===== config.mk =====
export PLATFORM = sky130hd
export DESIGN_NAME = vend_countdown_timer
export DESIGN_NICKNAME = d
export VERILOG_FILES = /design/src/rtl/vend_countdown_timer.sv
export SDC_FILE = /design/constraint.sdc
export NUM_CORES = 1
export LEC_CHECK = 0
export ABC_AREA = 0
export CORE_MARGIN = 5
export CORE_UTILIZATION = 40
export CTS_CLUSTER_SIZE = 25
export DETAILED_ROUTE_END_ITERATION = 7
export GPL_TIMING_DRIVEN = 0
export PLACE_DENSITY_LB_ADDON = 0.15
export SLEW_MARGIN = 30
export SYNTH_ARGS = -nofsm -noshare
export SYNTH_HDL_FRONTEND = slang
export SYNTH_SLANG_ARGS = --single-unit
export TNS_END_PERCENT = 1

===== constraint.sdc =====
create_clock -name clk_50MHz -period 3.1 [get_ports clk_50MHz]
set_clock_uncertainty 0.1 [all_clocks]
set_input_delay 0.62 -clock clk_50MHz [delete_from_list [all_inputs] [get_ports clk_50MHz]]
set_output_delay 0.62 -clock clk_50MHz [all_outputs]
set_load 0.005 [all_outputs]

===== src/rtl/vend_countdown_timer.sv =====
// -----------------------------------------------------------------------------
// vend_countdown_timer
//
// Seconds countdown for the vending controller. The 1 Hz divider output is
// sampled as asynchronous data in the 50 MHz domain. Each rising edge becomes
// a one-cycle second tick, and the tick decrements a two-digit BCD count
// down to zero. The count drives the delivery/coin-return timeout and the
// seconds display.
//
// Parameters:
//   SYNC_STAGES  synchroniser depth on clk_1Hz (2..4)
//   WARN_SECS    warn threshold in seconds (0..99)
//
// Ports:
//   clk_50MHz    sole clock, rising edge
//   rst_n        asynchronous active-low reset
//   clk_1Hz      divider output, treated as asynchronous data
//   start        one-cycle request to load load_bcd and run
//   load_bcd     start value, [7:4] tens / [3:0] ones; digits above 9 clamp to 9
//   pause        level; freezes the count while high
//   cancel       one-cycle abort back to idle with the count cleared
//   tens, ones   remaining seconds (BCD)
//   busy         counting or paused
//   warn         busy and remaining seconds <= WARN_SECS
//   done         one-cycle pulse when the count reaches 00
//   expired      level, high while the timer sits at 00 after finishing
//   tick_out     one-cycle pulse per detected second edge, in every state
// -----------------------------------------------------------------------------
module vend_countdown_timer #(
  parameter int SYNC_STAGES = 2,
  parameter int WARN_SECS   = 5
) (
  input  logic       clk_50MHz,
  input  logic       rst_n,
  input  logic       clk_1Hz,
  input  logic       start,
  input  logic [7:0] load_bcd,
  input  logic       pause,
  input  logic       cancel,
  output logic [3:0] tens,
  output logic [3:0] ones,
  output logic       busy,
  output logic       warn,
  output logic       done,
  output logic       expired,
  output logic       tick_out
);

  typedef enum logic [1:0] {
    ST_IDLE,
    ST_RUN,
    ST_PAUSE,
    ST_DONE
  } state_t;

  localparam int ARM_W = $clog2(SYNC_STAGES + 2);
  localparam logic [ARM_W-1:0] ARM_LAST = ARM_W'(SYNC_STAGES + 1);

  logic [SYNC_STAGES-1:0] sync_q;
  logic                   prev_q;
  logic [ARM_W-1:0]       arm_cnt;
  logic                   armed;
  logic                   edge_det;
  state_t                 state;
  logic                   done_pend;

  function automatic logic [3:0] clamp_digit(input logic [3:0] d);
    return (d > 4'd9) ? 4'd9 : d;
  endfunction

  function automatic logic warn_for(input logic [3:0] t, input logic [3:0] o);
    return (int'(t) * 10 + int'(o)) <= WARN_SECS;
  endfunction

  // Synchroniser chain plus the previous-sample flop for edge detection.
  // The arm counter keeps detection off until the chain has fully refilled
  // after reset, so a clk_1Hz already high at release is not mistaken for an
  // edge against the reset-zero history.
  // NOTE: sequential state is assigned with <= so every flop samples the
  // pre-edge value of its neighbours; blocking = here would collapse the chain.
  always_ff @(posedge clk_50MHz or negedge rst_n) begin
    if (!rst_n) begin
      sync_q  <= '0;
      prev_q  <= 1'b0;
      arm_cnt <= '0;
    end else begin
      sync_q <= {sync_q[SYNC_STAGES-2:0], clk_1Hz};
      prev_q <= sync_q[SYNC_STAGES-1];
      if (!armed) arm_cnt <= arm_cnt + ARM_W'(1);
    end
  end

  assign armed    = (arm_cnt == ARM_LAST);
  assign edge_det = armed && sync_q[SYNC_STAGES-1] && !prev_q;

  // Control FSM. Every output is a flop written alongside the state, so the
  // count, busy/warn and done all change on the same edge as tick_out.
  // Priority is cancel > start > pause > tick.
  always_ff @(posedge clk_50MHz or negedge rst_n) begin
    if (!rst_n) begin
      state     <= ST_IDLE;
      tens      <= 4'd0;
      ones      <= 4'd0;
      busy      <= 1'b0;
      warn      <= 1'b0;
      done      <= 1'b0;
      expired   <= 1'b0;
      tick_out  <= 1'b0;
      done_pend <= 1'b0;
    end else begin
      tick_out  <= edge_det;
      done      <= 1'b0;
      done_pend <= 1'b0;

      if (cancel) begin
        state   <= ST_IDLE;
        tens    <= 4'd0;
        ones    <= 4'd0;
        busy    <= 1'b0;
        warn    <= 1'b0;
        expired <= 1'b0;
      end else if (start && (state == ST_IDLE || state == ST_DONE)) begin
        tens <= clamp_digit(load_bcd[7:4]);
        ones <= clamp_digit(load_bcd[3:0]);
        // Clamping never turns a nonzero digit into zero, so the raw value
        // decides between running and finishing immediately.
        if (load_bcd == 8'h00) begin
          // A zero load finishes without a RUN cycle; done and expired are
          // raised one cycle later so they still rise together.
          state     <= ST_DONE;
          busy      <= 1'b0;
          warn      <= 1'b0;
          done_pend <= 1'b1;
        end else begin
          state   <= ST_RUN;
          busy    <= 1'b1;
          warn    <= warn_for(clamp_digit(load_bcd[7:4]), clamp_digit(load_bcd[3:0]));
          expired <= 1'b0;
        end
      end else begin
        unique case (state)
          ST_RUN: begin
            if (pause) begin
              // A tick landing on the pause edge is dropped, not deferred.
              state <= ST_PAUSE;
            end else if (edge_det) begin
              if (tens == 4'd0 && ones == 4'd1) begin
                state   <= ST_DONE;
                ones    <= 4'd0;
                busy    <= 1'b0;
                warn    <= 1'b0;
                done    <= 1'b1;
                expired <= 1'b1;
              end else if (ones == 4'd0) begin
                ones <= 4'd9;
                tens <= tens - 4'd1;
                warn <= warn_for(tens - 4'd1, 4'd9);
              end else begin
                ones <= ones - 4'd1;
                warn <= warn_for(tens, ones - 4'd1);
              end
            end
          end
          ST_PAUSE: begin
            // Ticks seen while paused are discarded, including on the
            // cycle pause is released.
            if (!pause) state <= ST_RUN;
          end
          ST_DONE: begin
            if (done_pend) begin
              done    <= 1'b1;
              expired <= 1'b1;
            end
          end
          default: ;
        endcase
      end
    end
  end

endmodule


# Yosys cells after proc, flatten, opt, wreduce, memory -nomap -nowiden
# Cells that the tools add are included.
# word_totals
ff_bits	21
latchBits	0
ram_bits	0
romBits	0
wordCells	119
memories	0
# classes
addsub	6
mul	3
n_div	0
n_lt_le_gt_ge	5
n_eq_ne	15
n_shift	0
mux	57
bitwise	0
n_reduce_logical	21
# ops
op	n
$mux 4	16
$mux 1	31
$le 9x3->1 const B	3
$mul 4x3->7 const B	3
$add 8x4->9	2
$ne 4x4->1 const B	4
$mux 2	7
$reduce_bool 3->1	4
$ne 5x5->1 const B	2
$add 8x4->9 const B	1
$gt 4x4->1 const B	2
$logic_not 4->1	2
$logic_not 8->1	1
$reduce_and 4->1	2
$reduce_bool 4->1	2
$sub 4x1->4 const B	2
$eq 2x2->1 const B	3
$ne 3x3->1 const B	2
$reduce_and 6->1	1
$reduce_and 5->1	1
$eq 4x1->1 const B	1
$logic_and 1x1->1	4
$ne 4x3->1 const B	1
$pmux 1 s2	2
8 further kinds	8

# Longest topological paths before layout
# Gate-level depths: netlist (run 1).
# depth
word_depth	11
depth_mapped	10
depth_no_buf	10

# Worst setup path before layout (run 1)
# No wires, ideal clock.
# synth_timing
path_kind	input to register
startpoint	input load_bcd[7]
endpoint	register warn
arrival_time_ps	2602
slack_ps	329
cell_stages	10
path_buffers	1
path_cell_list	clkbuf_1 -> nand2b_1 -> inv_1 -> ha_1 -> ha_1 -> fa_1 -> or3_1 -> nor3_1 -> o2111ai_1 -> nand3_1
# synth_between
elab_chain_len	8
word_cells_on_any_way	9
# synth_rtl
element	line	source
from (decl)	37	input logic [7:0] load_bcd,
$gt 4x4->1	68	return (d > 4'd9) ? 4'd9 : d;
$mux 4	68	
$mul 4x3->7	72	return (int'(t) * 10 + int'(o)) <= WARN_SECS;
$add 8x4->9	72	
$le 9x3->1	72	
$mux 1 *	127	if (load_bcd == 8'h00) begin
$mux 1 *	122	end else if (start && (state == ST_IDLE || state == ST_DONE)) begin
$mux 1 *	115	if (cancel) begin
to (signal assigned)	137	warn <= warn_for(clamp_digit(load_bcd[7:4]), clamp_digit(load_bcd[3:0]));
to (signal assigned)	157	warn <= warn_for(tens - 4'd1, 4'd9);
to (signal assigned)	160	warn <= warn_for(tens, ones - 4'd1);
to (decl)	43	output logic warn,
# Every way passes the cells marked *; elsewhere a longest branch is shown, timed or not.
# A chain may end at the register's enable or synchronous reset.

# Worst setup path after layout (run 1)
# layout_timing
startpoint	input load_bcd[5]
endpoint	register warn
# Same word-level chain as after synthesis.

==> qor.yml, run 1 <==
synth_top_area_cell: "dfrtp_1"
dp_cells: 263
clockRootBuffer: "clkbuf_8"
clk_latency_ns: 0.26
path_clk_slew_ns: 0.08
max_slew_margin: 0.6116
critical_path_class: "primary input to register"
multi_input_area_um2: 1149
wl_per_cell_um: 16.42
synthFlopType: "dfrtp_1"
critPathArrivalTime_ns: 3.05
cts.path.max_buffers: 2
ys_ff_latch: 21
top_layer: "met4"
portBuffers: 25
rsz0062_at_grt: "false"
rows: 24
hold_buffers: 0
synthCells: 186
die_h_um: 76.84
antenna_found_initial: 0
p_int_mw: 0.9070
path_max_fanout: 3
pwr-share-seq: 0.263
final_nets: 258
dr.pass1.iters: 4
seq_area_um2: 525.5
core_area_um2: 4354
grt_max_degree: 22
synth.net_count: 228
grt_pass1_vias: 1619
synth_most_common_cell: "ha_1"
swShare: 0.4457
grt_pass1_wl_mm: 7.596
avgViaCountPerCell: 5.655
route.met3.wl_um: 216
status: "complete, no violations"
dieArea_um2: 5904
cts_buffers: 3
pin_count: 27
grt.overflow.total: 0
route.met2.wl_mm: 2.075
p_comb_frac: 0.625
cts_num_sinks: 21
setup_violations: 0
wirelength_mm: 4.383
yosys_warnings: 0
syn-mean-instance-area_um2: 9.606
yosys-top-cells-area: "dfrtp_1 (29%), ha_1 (17%), fa_1 (4.5%)"
yosys.area.top_type_share: 0.2941
leakagePower_nw: 0.9616
drv_cap: 0
layout_min_cycle_time_ns: 2.950
period_share: 0.9515
clockPowerShare: 0.112
clock.fmax_mhz: 339.0
wl_met1_mm: 1.993
place.gp.congestion: 0.8594
fin_tns_setup_ns: 0
drtIter0Drc: 80
post_cts_buffers: 0
async_flop_share: 1.000
synth_cell_types: 55
max-vdd-ir-drop_v: 0.0002988
crit_start: "load_bcd[5]"
end_kind: "register"
vias: 1510
gr-usage-all-layers: 0.1542
cts_tree: "done"
synth_edf_count: 0
r2r_start: "tens[3]"
cts_resized: 1
cp.required_ns: 3.20
synthesis.area_um2: 1787
die_w_um: 76.84
start_util: 0.4103
hold_violations: 0
drive_above_1_share: 0.08837
p_per_area_nw_per_um2: 762.5
antenna_cells: 0
crit_path_start_kind: "primary input"
drc_errors: 0
syn_to_final_growth_pct: 20.10
postRouteAntennaNets: 0
finalNonFillerCells: 267
dp_hpwl_mm: 3.597
htreeDepth: 1
maxSlewViolCount: 0
seq_area_frac_synth: 0.2941
num-fill-cells: 392
worst_slew_pin_slew_ns: 0.5773
hold_path_class: "primary input to async pin"
p_switching_mw: 0.7292
synth_common_cells: "ha_1 (24), dfrtp_1 (21), inv_1 (20)"
[registers in the layout, summed over array words and instances (netlist names)]
signal and flops:
done_pend 1, tens 4, expired 1, busy 1, state 2, prev_q 1
ones 4, tick_out 1, warn 1, done 1, sync_q 2, arm_cnt 2
[through the flow]
stage / setup WS (ns) / instance area [µm²] / hold WS [ns] / utilization / power (mW)
floorplan: 0.3290 / 1787 / 0.2244 / - / 1.124
detailed placement: -0.2708 / 2102 / 0.2516 / 0.4828 / 1.461
finish: 0.1502 / 2146 / 0.2062 / 0.4928 / 1.636
global placement: -0.1064 / 2102 / 0.2442 / 0.4828 / 1.428
global route: 0.01516 / 2146 / 0.2434 / 0.4928 / 1.790
CTS: 0.1447 / 2151 / 0.2699 / 0.4940 / 1.651
[cell usage in the layout, fill, tap and decap left out, types with 2 or more instances in the layout]
cell type,count
nand4_1,2
nor4_1,2
xnor2_1,4
a22oi_1,2
mux2_2,4
nand3_1,6
clkbuf_1,5
a211oi_1,5
o22ai_1,2
clkdlybuf4s50_1,24
a21o_1,3
and3_1,3
ha_1,24
a21oi_1,5
nor3_1,3
inv_1,20
nor2_1,9
a32o_1,2
fa_1,4
dfrtp_1,21
xor2_1,5
nand2b_1,2
buf_2,3
clkbuf_8,3
nor3b_1,3
nor2b_1,4
o21ai_0,6
nand2_1,8
[power by group through the flow]
stage / Combinational, mW / Sequential, mW / Clock, mW
6_report: 1.02 / 0.430 / 0.183
5_1_grt: 1.15 / 0.443 / 0.199
3_5_place_dp: 1.03 / 0.436 / 0
3_3_place_gp: 0.995 / 0.433 / 0
2_1_floorplan: 0.708 / 0.416 / 0
4_1_cts: 1.03 / 0.431 / 0.188
[worst paths after layout]
kind	end	slack (ns)	depth (start not counted)
hold reg to reg	sync_q[1]	0.27	0
max in group asynchronous	state[1]	2.36	1
setup / recovery	warn	0.15	10
min in group clk_50MHz	sync_q[1]	0.27	0
hold / removal	ones[3]	0.21	1
setup reg to reg	warn	0.44	8
[worst max-delay path, stage by stage]
cell and delay (ns):
clkdlybuf4s50_1 0.50, nand2b_1 0.11, inv_1 0.13, ha_1 0.25, ha_1 0.23, fa_1 0.44
or3_1 0.32, nor3_1 0.16, o2111ai_1 0.18, nand3_1 0.11
[layout make-up]
cell class / instances / share of cell area
well taps: 52 / 0.03032
multi-input cells: 137 / 0.5353
inverters: 20 / 0.03499
clock inverters: 1 / 0.002332
flip-flops and latches: 21 / 0.2449
plain buffers: 8 / 0.01866
clock buffers: 3 / 0.01924
repair buffers: 25 / 0.1143
[layer usage]
metal | vias to the layer above | GRT usage
met5 | - | 0
met3 | 10 | 0.02459
met2 | 41 | 0.2589
met4 | 0 | 0.05420
li1 | 727 | -
met1 | 732 | 0.1991
[cell families (layout without fill, tap and decap cells)]
logic type,count (synthesis),count (layout),synth area share
AOI/OAI and AO/OA,38,38,0.1639
DFF,21,21,0.2941
xor gates and xnor gates,9,9,0.04411
and+or+nand+nor,57,57,0.1898
adders and majority gates,28,28,0.2129
buffers and inverters,28,57,0.06443
muxes,5,5,0.03081
(Power assumes the default switching activity.)
==> run 2: changes to the inputs <==
--- a/config.mk
+++ b/config.mk
@@ -11,7 +11,8 @@
 export CTS_CLUSTER_SIZE = 25
 export DETAILED_ROUTE_END_ITERATION = 7
 export GPL_TIMING_DRIVEN = 0
-export PLACE_DENSITY_LB_ADDON = 0.15
+export MAX_ROUTING_LAYER = met4
+export PLACE_DENSITY_LB_ADDON = 0.3
 export SLEW_MARGIN = 30
 export SYNTH_ARGS = -nofsm -noshare
 export SYNTH_HDL_FRONTEND = slang
==> run 2 against run 1 <==
Effect of this change: non-clock buffer count unchanged; clock power about the same; via count down 2.3%; critical path depth down 1; count of clock-buffer cells in the layout unchanged; first-iteration DRC count up 6.3%; core utilization down 0.057 points; hold slack worse by 0.0011 ns; combinational power about the same; global-route usage down 0.58 points; cell area down 0.12%.
==> qor.yml, run 2 (same netlist as run 1, synthesis figures left out) <==
clock.fmax_mhz: 342.0  # +0.90%
dieArea_um2: 5904  # unchanged
portBuffers: 25  # unchanged
antenna_found_initial: 0  # unchanged
die_h_um: 76.84  # unchanged
die_w_um: 76.84  # unchanged
crit_buf_inv: 1  # -1
hold_path_class: "primary input to async pin"
gr-usage-all-layers: 0.1483  # -0.005841
critPathArrivalTime_ns: 3.03  # -0.02 ns
setup_violations: 0  # unchanged
cp.required_ns: 3.21  # about the same
num-fill-cells: 422  # +7.7%
cts_tree: "done"
leakagePower_nw: 0.9605  # -0.11%
cts_resized: 0  # -1
path_common_cell: "ha_1"
critical_path_class: "primary input to register"
clk_latency_ns: 0.27  # about the same
cts.path.max_buffers: 2  # unchanged
postRouteAntennaNets: 0  # unchanged
htreeDepth: 1  # unchanged
vias: 1475  # -2.3%
wl_per_cell_um: 14.78  # -10%
maxSlewViolCount: 0  # unchanged
critPathMaxStageDelay_ns: 0.49  # about the same
critPathTopFamily: "simple AND/OR/NAND/NOR gates"
hold_buffers: 0  # unchanged
period_share: 0.9431  # -0.008447
rows: 24  # unchanged
syn_to_final_growth_pct: 19.96
core_area_um2: 4354  # unchanged
worst_slew_pin_slew_ns: 0.5229  # -0.05436 ns
end_kind: "register"
post_cts_buffers: 0  # unchanged
drc_errors: 0  # unchanged
grt_pass1_wl_mm: 7.100  # -6.5%
cp_slowest_cell: "clkdlybuf4s50_1"
wirelength_mm: 3.946  # -10%
layout_min_cycle_time_ns: 2.924  # -0.02618 ns
r2r_start: "tens[3]"
dp_hpwl_mm: 3.148  # -12%
final_cell_mix: "ha_1 (24), clkdlybuf4s50_1 (24), dfrtp_1 (21)"
hold_violations: 0  # unchanged
start_util: 0.4103  # unchanged
path_max_fanout: 4  # +1
grt_max_degree: 22  # unchanged
dpl-instance-area_um2: 2102  # unchanged
grt_pass1_vias: 1479  # -8.6%
place.gp.congestion: 0.8538  # -0.65%
cts_buffers: 3  # unchanged
status: "complete, no violations"
grt.overflow.total: 0  # unchanged
crit_start: "load_bcd[6]"
power_mw: 1.612  # -1.5%
drive_above_1_share: 0.08372  # -0.004651
cts_num_sinks: 21  # unchanged
pin_count: 27  # unchanged
max-vdd-ir-drop_v: 0.0002479  # -17%
dr.pass1.iters: 4  # unchanged
final_area_um2: 2143  # -0.12%
crit_path_start_kind: "primary input"
path_cells: "clkdlybuf4s50_1 -> nor2b_1 -> ha_1 -> ha_1 -> fa_1 -> or3_1 -> nor3_1 -> o2111ai_1 -> nand3_1"
avgViaCountPerCell: 5.524  # -2.3%
path_clk_slew_ns: 0.08  # about the same
max_slew_margin: 0.6514  # +0.03979
drv_cap: 0  # unchanged
clockRootBuffer: "clkbuf_8"
final_nets: 258  # unchanged
p_per_area_nw_per_um2: 751.9  # -1.4%
antenna_cells: 0  # unchanged
reg.largest.list: "ones (4), tens (4)"
drtIter0Drc: 85  # +6.3%
rsz0062_at_grt: "false"
-- run 2: cell counts in the layout (fill, tap and decap cells not counted) --
Identical to the previous run, type by type.
-- run 2: worst reg2reg max path: cells and delay by family, from the launching register on --
family,cells,cell delay (ns)
buffers and inverters,1,0.05
AND/OR/NAND/NOR,3,0.83
AO/OA/AOI/OAI,1,0.13
adder cells (fa/ha/maj),3,0.95
flip-flops,1,0.48
-- run 2: metrics by stage --
step / cells / setup TNS, ns / hold slack (ns) / setup slack (ns) / util
2_1_floorplan: 186 / 0 / 0.2244 / 0.3290 / -
3_3_place_gp: 263 / -0.08271 / 0.2342 / -0.08271 / 0.4828
3_5_place_dp: 263 / -0.1063 / 0.2403 / -0.1063 / 0.4828
4_1_cts: 267 / 0 / 0.2593 / 0.1600 / 0.4934
5_1_grt: 267 / 0 / 0.2451 / 0.04078 / 0.4922
6_report: 267 / 0 / 0.2051 / 0.1764 / 0.4922
-- run 2: worst paths after layout --
check	slack, ns	depth (start not counted)	end
max in group asynchronous	2.36	1	prev_q
min	0.21	1	tens[0]
max reg2reg	0.50	8	warn
min in group clk_50MHz	0.25	0	sync_q[1]
min reg2reg	0.25	0	sync_q[1]
max	0.18	9	warn
-- run 2: final cells by class --
cell class	instances	area [µm²]	share of cell area
Buffer	8	40.04	0.01868
Clock buffer	3	41.29	0.01926
Clock inverter	1	5.005	0.002335
Inverter	20	75.07	0.03503
Multi-Input combinational cell	137	1146	0.5347
Sequential cell	21	525.5	0.2452
Tap cell	52	65.06	0.03036
Timing Repair Buffer	25	245.2	0.1144
-- run 2: power breakdown --
part / internal [mW] / leakage [nW] / switching, mW / total [mW]
combinational: 0.476 / 0.671 / 0.524 / 1.00
clock: 0.0897 / 0.0255 / 0.0927 / 0.182
sequential: 0.338 / 0.264 / 0.0906 / 0.429
-- run 2: metal layers --
layer  track usage  wire length (µm)  up-vias
met5             -                 0        -
met4       0.04720                59        0
met3       0.02108               162        5
met2        0.2216              1792       33
met1        0.2070              1931      706
li1              -                 -      731
